### config.mk
export PLATFORM = sky130hd
export DESIGN_NAME = hazard_bypass_ctrl_flat
export DESIGN_NICKNAME = d
export VERILOG_FILES = /design/src/rtl/hazard_bypass_ctrl_if.sv /design/src/rtl/hazard_bypass_ctrl.sv /design/src/flat_wrapper.sv
export SDC_FILE = /design/constraint.sdc
export NUM_CORES = 1
export LEC_CHECK = 0
export BUFFER_PORTS_ARGS = -buffer_cell sky130_fd_sc_hd__buf_4
export CORE_MARGIN = 8
export CORE_UTILIZATION = 61
export CTS_BUF_LIST = sky130_fd_sc_hd__clkbuf_8
export DETAILED_ROUTE_END_ITERATION = 10
export PLACE_DENSITY = 0.89
export SYNTH_ARGS = -nofsm -noshare
export SYNTH_HDL_FRONTEND = slang
export SYNTH_SLANG_ARGS = --single-unit
### constraint.sdc
create_clock -name i_clk -period 3.45 [get_ports i_clk]
set_input_delay 0.1725 -clock i_clk [delete_from_list [all_inputs] [get_ports i_clk]]
set_output_delay 0.1725 -clock i_clk [all_outputs]
set_load 0.03 [all_outputs]
### src/rtl/hazard_bypass_ctrl_if.sv
// Decode-stage hazard query bus: decode instruction fields in, bypass selects and stall controls out.
interface hazard_bypass_ctrl_if #(
  parameter int AW        = 5,
  parameter int CNT_WIDTH = 16
);
  logic                 i_d_valid;
  logic [AW-1:0]        i_d_rs1_addr;
  logic [AW-1:0]        i_d_rs2_addr;
  logic                 i_d_valid_rs1;
  logic                 i_d_valid_rs2;
  logic [AW-1:0]        i_d_rd_addr;
  logic                 i_d_rf_wr_en;
  logic                 i_d_is_load;
  logic                 i_flush;
  logic                 i_hold;
  logic                 o_bypass_from_exe_valid_rs1;
  logic                 o_bypass_from_exe_valid_rs2;
  logic                 o_bypass_from_mem_valid_rs1;
  logic                 o_bypass_from_mem_valid_rs2;
  logic                 o_bypass_from_wb_valid_rs1;
  logic                 o_bypass_from_wb_valid_rs2;
  logic                 o_stall_fd;
  logic                 o_bubble_ex;
  logic [CNT_WIDTH-1:0] o_loaduse_cnt;

  modport master (
    output i_d_valid, i_d_rs1_addr, i_d_rs2_addr, i_d_valid_rs1, i_d_valid_rs2,
           i_d_rd_addr, i_d_rf_wr_en, i_d_is_load, i_flush, i_hold,
    input  o_bypass_from_exe_valid_rs1, o_bypass_from_exe_valid_rs2,
           o_bypass_from_mem_valid_rs1, o_bypass_from_mem_valid_rs2,
           o_bypass_from_wb_valid_rs1, o_bypass_from_wb_valid_rs2,
           o_stall_fd, o_bubble_ex, o_loaduse_cnt
  );

  modport slave (
    input  i_d_valid, i_d_rs1_addr, i_d_rs2_addr, i_d_valid_rs1, i_d_valid_rs2,
           i_d_rd_addr, i_d_rf_wr_en, i_d_is_load, i_flush, i_hold,
    output o_bypass_from_exe_valid_rs1, o_bypass_from_exe_valid_rs2,
           o_bypass_from_mem_valid_rs1, o_bypass_from_mem_valid_rs2,
           o_bypass_from_wb_valid_rs1, o_bypass_from_wb_valid_rs2,
           o_stall_fd, o_bubble_ex, o_loaduse_cnt
  );
endinterface

### src/rtl/hazard_bypass_ctrl.sv
// Operand bypass selection and load-use stall control for the decode stage,
// driven by a 3-entry shadow of the EXE/MEM/WB destination info.
module hazard_bypass_ctrl #(
  parameter int REG_NUM   = 32,
  parameter int CNT_WIDTH = 16
) (
  input  logic                 i_clk,
  input  logic                 i_rst_n,
  hazard_bypass_ctrl_if.slave  bus
);
  localparam int AW = $clog2(REG_NUM);

  typedef struct packed {
    logic          vld;
    logic [AW-1:0] rd;
    logic          wr;
    logic          ld;
  } stage_t;

  stage_t               ex_q, mem_q, wb_q;
  logic [CNT_WIDTH-1:0] cnt_q;

  logic m_ex1, m_ex2, m_mem1, m_mem2, m_wb1, m_wb2;
  logic lu, stall, bubble;

  // x0 is never a live producer, and bubble entries never match whatever rd they carry.
  function automatic logic src_match(input stage_t s, input logic [AW-1:0] a, input logic rd_en);
    return bus.i_d_valid & rd_en & s.vld & s.wr & (s.rd != '0) & (s.rd == a);
  endfunction

  always_comb begin
    m_ex1  = src_match(ex_q,  bus.i_d_rs1_addr, bus.i_d_valid_rs1);
    m_ex2  = src_match(ex_q,  bus.i_d_rs2_addr, bus.i_d_valid_rs2);
    m_mem1 = src_match(mem_q, bus.i_d_rs1_addr, bus.i_d_valid_rs1);
    m_mem2 = src_match(mem_q, bus.i_d_rs2_addr, bus.i_d_valid_rs2);
    m_wb1  = src_match(wb_q,  bus.i_d_rs1_addr, bus.i_d_valid_rs1);
    m_wb2  = src_match(wb_q,  bus.i_d_rs2_addr, bus.i_d_valid_rs2);
    lu     = (m_ex1 | m_ex2) & ex_q.ld;
    stall  = lu & ~bus.i_flush & i_rst_n;
    bubble = (lu | bus.i_flush) & i_rst_n;
  end

  // Gating with i_rst_n keeps every output low while reset is asserted, even if flush is driven.
  assign bus.o_bypass_from_exe_valid_rs1 = m_ex1 & ~ex_q.ld & i_rst_n;
  assign bus.o_bypass_from_exe_valid_rs2 = m_ex2 & ~ex_q.ld & i_rst_n;
  assign bus.o_bypass_from_mem_valid_rs1 = m_mem1 & ~m_ex1 & i_rst_n;
  assign bus.o_bypass_from_mem_valid_rs2 = m_mem2 & ~m_ex2 & i_rst_n;
  assign bus.o_bypass_from_wb_valid_rs1  = m_wb1 & ~m_ex1 & ~m_mem1 & i_rst_n;
  assign bus.o_bypass_from_wb_valid_rs2  = m_wb2 & ~m_ex2 & ~m_mem2 & i_rst_n;
  assign bus.o_stall_fd                  = stall;
  assign bus.o_bubble_ex                 = bubble;
  assign bus.o_loaduse_cnt               = cnt_q;

  always_ff @(posedge i_clk or negedge i_rst_n) begin
    if (!i_rst_n) begin
      ex_q  <= '0;
      mem_q <= '0;
      wb_q  <= '0;
      cnt_q <= '0;
    end else if (!bus.i_hold) begin
      wb_q  <= mem_q;
      mem_q <= ex_q;
      if (bubble)
        ex_q <= '0;
      else
        ex_q <= '{vld: bus.i_d_valid, rd: bus.i_d_rd_addr,
                  wr: bus.i_d_rf_wr_en, ld: bus.i_d_is_load};
      if (stall && (cnt_q != {CNT_WIDTH{1'b1}}))
        cnt_q <= cnt_q + 1'b1;
    end
  end
endmodule

### src/flat_wrapper.sv
// flat-port wrapper written by rule: the top's interface ports become plain ports
module hazard_bypass_ctrl_flat 
#(
  parameter int REG_NUM   = 32,
  parameter int CNT_WIDTH = 16
)
  (i_clk, i_rst_n, bus_i_d_valid, bus_i_d_rs1_addr, bus_i_d_rs2_addr, bus_i_d_valid_rs1, bus_i_d_valid_rs2, bus_i_d_rd_addr, bus_i_d_rf_wr_en, bus_i_d_is_load, bus_i_flush, bus_i_hold, bus_o_bypass_from_exe_valid_rs1, bus_o_bypass_from_exe_valid_rs2, bus_o_bypass_from_mem_valid_rs1, bus_o_bypass_from_mem_valid_rs2, bus_o_bypass_from_wb_valid_rs1, bus_o_bypass_from_wb_valid_rs2, bus_o_stall_fd, bus_o_bubble_ex, bus_o_loaduse_cnt);
  hazard_bypass_ctrl_if #(.AW(5), .CNT_WIDTH(CNT_WIDTH)) bus_i ();
  input  logic i_clk;
  input  logic i_rst_n;
  input wire logic [$bits(bus_i.i_d_valid)-1:0] bus_i_d_valid;
  input wire logic [$bits(bus_i.i_d_rs1_addr)-1:0] bus_i_d_rs1_addr;
  input wire logic [$bits(bus_i.i_d_rs2_addr)-1:0] bus_i_d_rs2_addr;
  input wire logic [$bits(bus_i.i_d_valid_rs1)-1:0] bus_i_d_valid_rs1;
  input wire logic [$bits(bus_i.i_d_valid_rs2)-1:0] bus_i_d_valid_rs2;
  input wire logic [$bits(bus_i.i_d_rd_addr)-1:0] bus_i_d_rd_addr;
  input wire logic [$bits(bus_i.i_d_rf_wr_en)-1:0] bus_i_d_rf_wr_en;
  input wire logic [$bits(bus_i.i_d_is_load)-1:0] bus_i_d_is_load;
  input wire logic [$bits(bus_i.i_flush)-1:0] bus_i_flush;
  input wire logic [$bits(bus_i.i_hold)-1:0] bus_i_hold;
  output wire logic [$bits(bus_i.o_bypass_from_exe_valid_rs1)-1:0] bus_o_bypass_from_exe_valid_rs1;
  output wire logic [$bits(bus_i.o_bypass_from_exe_valid_rs2)-1:0] bus_o_bypass_from_exe_valid_rs2;
  output wire logic [$bits(bus_i.o_bypass_from_mem_valid_rs1)-1:0] bus_o_bypass_from_mem_valid_rs1;
  output wire logic [$bits(bus_i.o_bypass_from_mem_valid_rs2)-1:0] bus_o_bypass_from_mem_valid_rs2;
  output wire logic [$bits(bus_i.o_bypass_from_wb_valid_rs1)-1:0] bus_o_bypass_from_wb_valid_rs1;
  output wire logic [$bits(bus_i.o_bypass_from_wb_valid_rs2)-1:0] bus_o_bypass_from_wb_valid_rs2;
  output wire logic [$bits(bus_i.o_stall_fd)-1:0] bus_o_stall_fd;
  output wire logic [$bits(bus_i.o_bubble_ex)-1:0] bus_o_bubble_ex;
  output wire logic [$bits(bus_i.o_loaduse_cnt)-1:0] bus_o_loaduse_cnt;
  assign bus_i.i_d_valid = bus_i_d_valid;
  assign bus_i.i_d_rs1_addr = bus_i_d_rs1_addr;
  assign bus_i.i_d_rs2_addr = bus_i_d_rs2_addr;
  assign bus_i.i_d_valid_rs1 = bus_i_d_valid_rs1;
  assign bus_i.i_d_valid_rs2 = bus_i_d_valid_rs2;
  assign bus_i.i_d_rd_addr = bus_i_d_rd_addr;
  assign bus_i.i_d_rf_wr_en = bus_i_d_rf_wr_en;
  assign bus_i.i_d_is_load = bus_i_d_is_load;
  assign bus_i.i_flush = bus_i_flush;
  assign bus_i.i_hold = bus_i_hold;
  assign bus_o_bypass_from_exe_valid_rs1 = bus_i.o_bypass_from_exe_valid_rs1;
  assign bus_o_bypass_from_exe_valid_rs2 = bus_i.o_bypass_from_exe_valid_rs2;
  assign bus_o_bypass_from_mem_valid_rs1 = bus_i.o_bypass_from_mem_valid_rs1;
  assign bus_o_bypass_from_mem_valid_rs2 = bus_i.o_bypass_from_mem_valid_rs2;
  assign bus_o_bypass_from_wb_valid_rs1 = bus_i.o_bypass_from_wb_valid_rs1;
  assign bus_o_bypass_from_wb_valid_rs2 = bus_i.o_bypass_from_wb_valid_rs2;
  assign bus_o_stall_fd = bus_i.o_stall_fd;
  assign bus_o_bubble_ex = bus_i.o_bubble_ex;
  assign bus_o_loaduse_cnt = bus_i.o_loaduse_cnt;
  hazard_bypass_ctrl #(.REG_NUM(REG_NUM), .CNT_WIDTH(CNT_WIDTH)) u_core (.i_clk(i_clk), .i_rst_n(i_rst_n), .bus(bus_i));
endmodule
; ---- Yosys cells after proc, flatten, opt, wreduce, memory -nomap -nowiden
; Index checks and enable logic that the tools add are counted.
[classes]
n_reduce_logical = 5
addsub = 1
n_mux = 1
bitwise_logic = 53
n_eq_ne = 7
[op_table]
columns = operator, n
row1 = $and 1x1->1, 44
row2 = $eq 5x5->1, 6
row3 = $add 16x1->16 const B, 1
row4 = $ne 16x16->1 const B, 1
row5 = $reduce_bool 5->1, 3
row6 = $mux 8, 1
row7 = $not 1->1, 7
row8 = $or 1x1->1, 2
row9 = $reduce_and 2->1, 1
row10 = $logic_and 1x1->1, 1
[word_totals]
output_inout_bits = 24
regBits = 38
in_bits = 24

; ---- Longest topological paths before layout
[depth]
depth_word = 11
depth_mapped = 8
ltp_nobuf = 7

; ---- Worst setup path before layout
; No wires, ideal clock.
[synth_path]
kind = register to output
startpoint = register u_core.ex_q[6] (netlist bit)
endpoint = output bus_o_stall_fd
t_arrival_ps = 2083
required_time_ps = 3277
path_buffers = 2
stages_incl_launch_ff = 8
path_slack_ps = 1195
cell_sequence = dfrtp_1 > xor2_1 > nor4_1 > nand3_1 > and2_4 > buf_6 > buf_8 > nor3_1
[synth_between]
elab_chain_len = 7
elab_cells_between_ends = 11
cone_classes = eq/ne: 2 / bitwise: 8 / reduce/logical: 1
[synth_lines]
columns = element, line
row1 = start: declaration, hazard_bypass_ctrl.sv:20  ; stage_t ex_q, mem_q, wb_q;
row2 = start signal: assignment, hazard_bypass_ctrl.sv:66  ; ex_q <= '{vld: bus.i_d_valid, rd: bus.i_d_rd_addr,
row3 = $reduce_bool 5->1, hazard_bypass_ctrl.sv:28  ; return bus.i_d_valid & rd_en & s.vld & s.wr & (s.rd != '0) & (s.rd == a);
row4 = $and 1x1->1 (2 in series), hazard_bypass_ctrl.sv:28
row5 = $or 1x1->1 *, hazard_bypass_ctrl.sv:38  ; lu = (m_ex1 | m_ex2) & ex_q.ld;
row6 = $and 1x1->1 *, hazard_bypass_ctrl.sv:38
row7 = $and 1x1->1 * (2 in series), hazard_bypass_ctrl.sv:39  ; stall = lu & ~bus.i_flush & i_rst_n;
row8 = end: declaration, flat_wrapper.sv:27  ; output wire logic [$bits(bus_i.o_stall_fd)-1:0] bus_o_stall_fd;
; Mark *: on every way between the ends. The rest lies on a longest branch, timed or not.

; ---- Final worst setup path
; Same ends and word-level chain as after synthesis.

==> results.md <==
Clock network:
- For this design, the sink count on the clock tree is 38.
- TritonCTS created 5 clock buffers.
- The total number of H-tree levels is 2.
- Buffers inserted to repair hold after CTS numbered 1.
- The later pin in the worst-skew pair is clocked with a latency of slightly below 0.3 ns.
- TritonCTS built the clock tree.
- The number of setup buffers added after CTS is 0.
- Clock-pin slew was measured on the worst setup and hold paths at 0.07 ns.
- In this run the clock root is driven by a sky130_fd_sc_hd__clkbuf_8.
- The number of gates resized after CTS is 0.
- Counting along the longest clock path gives a buffer depth of 2.

Floorplanning:
- 48 I/O pins were placed.
- The initial utilization of the core area, before any placement, comes to roughly three fifths.
- The die is 76.27 um tall.
- The floorplan step defined a die boundary enclosing around 5800 sq um.
- In this run the horizontal extent of the chip is about 76 um.
- The core footprint is between 3000 and 4000 sq um.
- The number of rows in the core area is 22.

Placement:
- Once detailed placement completed, the half-perimeter wirelength came to 3985 um.
- The weighted congestion reported at the end of routability-driven placement is around 0.89.
- The count of buffers from port buffering is 47.

Timing:
- The fmax is around 0.42 GHz.
- Setup repair after global routing left no endpoint under its margin.
- The final setup violation count is 0.
- Measured against its own limit, the worst slew margin works out to a little under a third.
- The measured slew at the worst slew-check pin is 1.023 ns.
- The final clock skew is between 0.003 and 0.004 ns.
- On the final layout, the worst hold slack is roughly 0.11 ns.
- The max-slew violation count was 0.
- The portion of the clock cycle consumed by the worst path in the final layout is 69.02%.
- The final hold violation count is 0.
- The post-route setup TNS is 0 ns.
- The shortest period the worst path allows is between 2 and 2.5 ns.

Synthesis:
- Synthesis instantiated 33 different standard cells from the library.
- The synthesized design contains 0 enable-type register cells.
- In the synthesized netlist, the number of instances is between 200 and 250.
- The share of synthesized registers carrying an async set or reset is 100.0%.
- Ranked by total cell area, the synthesized netlist is headed by sky130_fd_sc_hd__dfrtp_1 (43%), sky130_fd_sc_hd__xor2_1 (9.5%), sky130_fd_sc_hd__xnor2_1 (8.3%).
- Summing the sequential cell areas from Yosys gives between 40% and 50% of the chip area.
- The number of warnings issued by yosys is 0.
- The register bit count reported by yosys is 38.
- The number of nets in the synthesized netlist is between 200 and 250.
- Each instance of the synthesized netlist takes up on average approximately 11 sq um.
- The biggest area consumer among synthesized cells is sky130_fd_sc_hd__dfrtp_1.
- The dominant synthesized flop cell is sky130_fd_sc_hd__dfrtp_1.
- After synthesis the cells add up to about 2200 sq um.
- In this run the biggest area consumer among cell types represents 42.91% of the synthesized area.

Layout:
- The top cell types in the final layout, fill and taps aside, are sky130_fd_sc_hd__buf_4 (48), sky130_fd_sc_hd__dfrtp_1 (38), sky130_fd_sc_hd__xor2_1 (24).
- After the last flow step, the layout net total stands at 280.
- The post-route netlist has 31.25% of its cells at a drive strength greater than 1.
- The post-synthesis to final-layout area growth is 21.06%.
- The library cell used most frequently in the layout, excluding fill and tap cells, is sky130_fd_sc_hd__buf_4.
- The antenna cell count is 0.

Global route:
- The number of antenna violations at the first check in global routing was 0.
- The wire length of the first global-routing pass is roughly 9200 um.
- The number of global-route vias before repair is about 1900.
- The sum of overflow across all layers after global routing is 0.
- The overall fraction of global-route tracks in use is 19.11%.
- The pin count of the biggest net entering global routing is 36.

Setup path:
- For this run, the slowest stage of the critical path takes roughly 0.46 ns.
- The number of buffers and inverters on the critical path is 1.
- The critical path goes through xor2_1 -> nor4_1 -> nand3_1 -> and2_4 -> nor3_1 -> buf_4.
- The data required time of the critical path is 3.28 ns.
- The critical path is of the reg2out type.
- The worst-path maximum fanout is 17.
- The worst setup path is launched from a flop.
- The library cell contributing the largest single delay on the critical path is sky130_fd_sc_hd__dfrtp_1.
- STA classifies the critical path endpoint as an output port.
- The arrival time of data at the critical path endpoint is 2.21 ns.
- The kind of cell with the highest combined delay along the critical path is simple AND/OR/NAND/NOR gates.

Detailed routing:
- Using the TritonRoute via totals, the vias-per-cell ratio works out to between 5 and 6.
- The DRC violation count after routing is 0.
- The first detailed-routing pass took 4 iterations.
- The final routed wire length divided by cell count is ~17 um.
- The total routed wirelength is roughly 5300 um.
- The total number of vias is about 1800.
- The detail route stage leaves a number of antenna-violating nets equal to 0.
- The detailed router finished its first iteration with 114 violations.

Power and ir drop:
- The worst-case IR drop observed on VDD is roughly 0.42 mV.
- Power spread over the standard cell area amounts to approximately 380 nW/um^2.
- In this run the static leakage power is 1.245 nW.

Status:
- The flow ran to the end, and the final reports show no timing, DRC or antenna violations.

Hold path:
- The classification of the worst-slack hold path is in2reg.

Job:
- The number of max-cap violations is 0.
## layer usage
| layer | wire length [um] | GRT usage, % | vias up |
|---|---|---|---|
| met5 | 0 | 0 | - |
| met1 | 2325 | 25.25 | 884 |
| met2 | 2604 | 29.99 | 45 |
| met4 | 65 | 6.346 | 0 |
| li1 | - | - | 848 |
| met3 | 279 | 4.363 | 6 |
## cells in the mapped netlist (2+ instances only)
| cell | n |
|---|---|
| sky130_fd_sc_hd__or4_1 | 5 |
| sky130_fd_sc_hd__xor2_1 | 24 |
| sky130_fd_sc_hd__dfrtp_1 | 38 |
| sky130_fd_sc_hd__nor2_1 | 9 |
| sky130_fd_sc_hd__a221o_1 | 8 |
| sky130_fd_sc_hd__and3_1 | 5 |
| sky130_fd_sc_hd__nor3b_1 | 10 |
| sky130_fd_sc_hd__nand3_1 | 9 |
| sky130_fd_sc_hd__or2_2 | 5 |
| sky130_fd_sc_hd__nor4_1 | 7 |
| sky130_fd_sc_hd__nand4_1 | 9 |
| sky130_fd_sc_hd__inv_1 | 2 |
| sky130_fd_sc_hd__xnor2_1 | 21 |
| sky130_fd_sc_hd__nor3_1 | 9 |
| sky130_fd_sc_hd__nand2_1 | 10 |
| sky130_fd_sc_hd__clkbuf_1 | 4 |
| sky130_fd_sc_hd__mux2_2 | 15 |
| sky130_fd_sc_hd__nand2b_1 | 2 |
## layout make-up
cell class | instances | area, sq um
flip-flops and latches | 38 | 950.9
clock inverters | 3 | 17.52
well taps | 48 | 60.06
clock buffers | 5 | 68.82
inverters | 2 | 7.507
repair buffers | 49 | 370.4
fillers | 264 | 895.9
multi-input cells | 159 | 1207
## cell families after synthesis
kind of cell / share of synthesized area (%)
adder cells (fa/ha/maj): 0.5646
flip-flops: 42.91
AND/OR/NAND/NOR: 23.43
XOR/XNOR: 17.79
buffers and inverters: 2.597
AO/OA/AOI/OAI: 5.082
multiplexers: 7.623
## final timing paths
check	startpoint	endpoint	slack, ns	cells past startpoint
max	u_core.ex_q[6]$_DFFE_PN0N_	bus_o_stall_fd	1.07	6
min	bus_i_d_rf_wr_en	u_core.ex_q[1]$_DFFE_PN0N_	0.11	2
max reg2reg	u_core.bus.o_loaduse_cnt[0]$_DFFE_PN0P_	u_core.bus.o_loaduse_cnt[4]$_DFFE_PN0P_	1.18	7
min reg2reg	u_core.bus.o_loaduse_cnt[14]$_DFFE_PN0P_	u_core.bus.o_loaduse_cnt[14]$_DFFE_PN0P_	0.49	1
max in group asynchronous	i_rst_n	u_core.bus.o_loaduse_cnt[8]$_DFFE_PN0P_	2.50	3
min in group asynchronous	i_rst_n	u_core.wb_q[7]$_DFFE_PN0N_	0.28	2
## per-stage QoR
step / area (sq um) / cells / utilization (%) / setup WS (ns) / power [mW]
4_1_cts: 2683 / 304 / 74.97 / 1.048 / 1.028
6_report: 2683 / 304 / 74.97 / 1.069 / 1.022
3_5_place_dp: 2586 / 295 / 72.27 / 1.200 / 0.7322
3_3_place_gp: 2586 / 295 / 72.27 / 1.259 / 0.7226
2_1_floorplan: 2216 / 207 / - / 1.195 / 0.6591
5_1_grt: 2683 / 304 / 74.97 / 0.9201 / 1.074
## flip-flops by register name (all words and copies together), names as in the netlist
register and flops:
u_core.wb_q 7, u_core.bus.o_loaduse_cnt 16, u_core.mem_q 7, u_core.ex_q 8
## report_power, final
group | internal, mW | switching (mW)
Sequential | 0.485 | 0.0594
Combinational | 0.104 | 0.0776
Clock | 0.139 | 0.156
(Power assumes the default switching activity.)
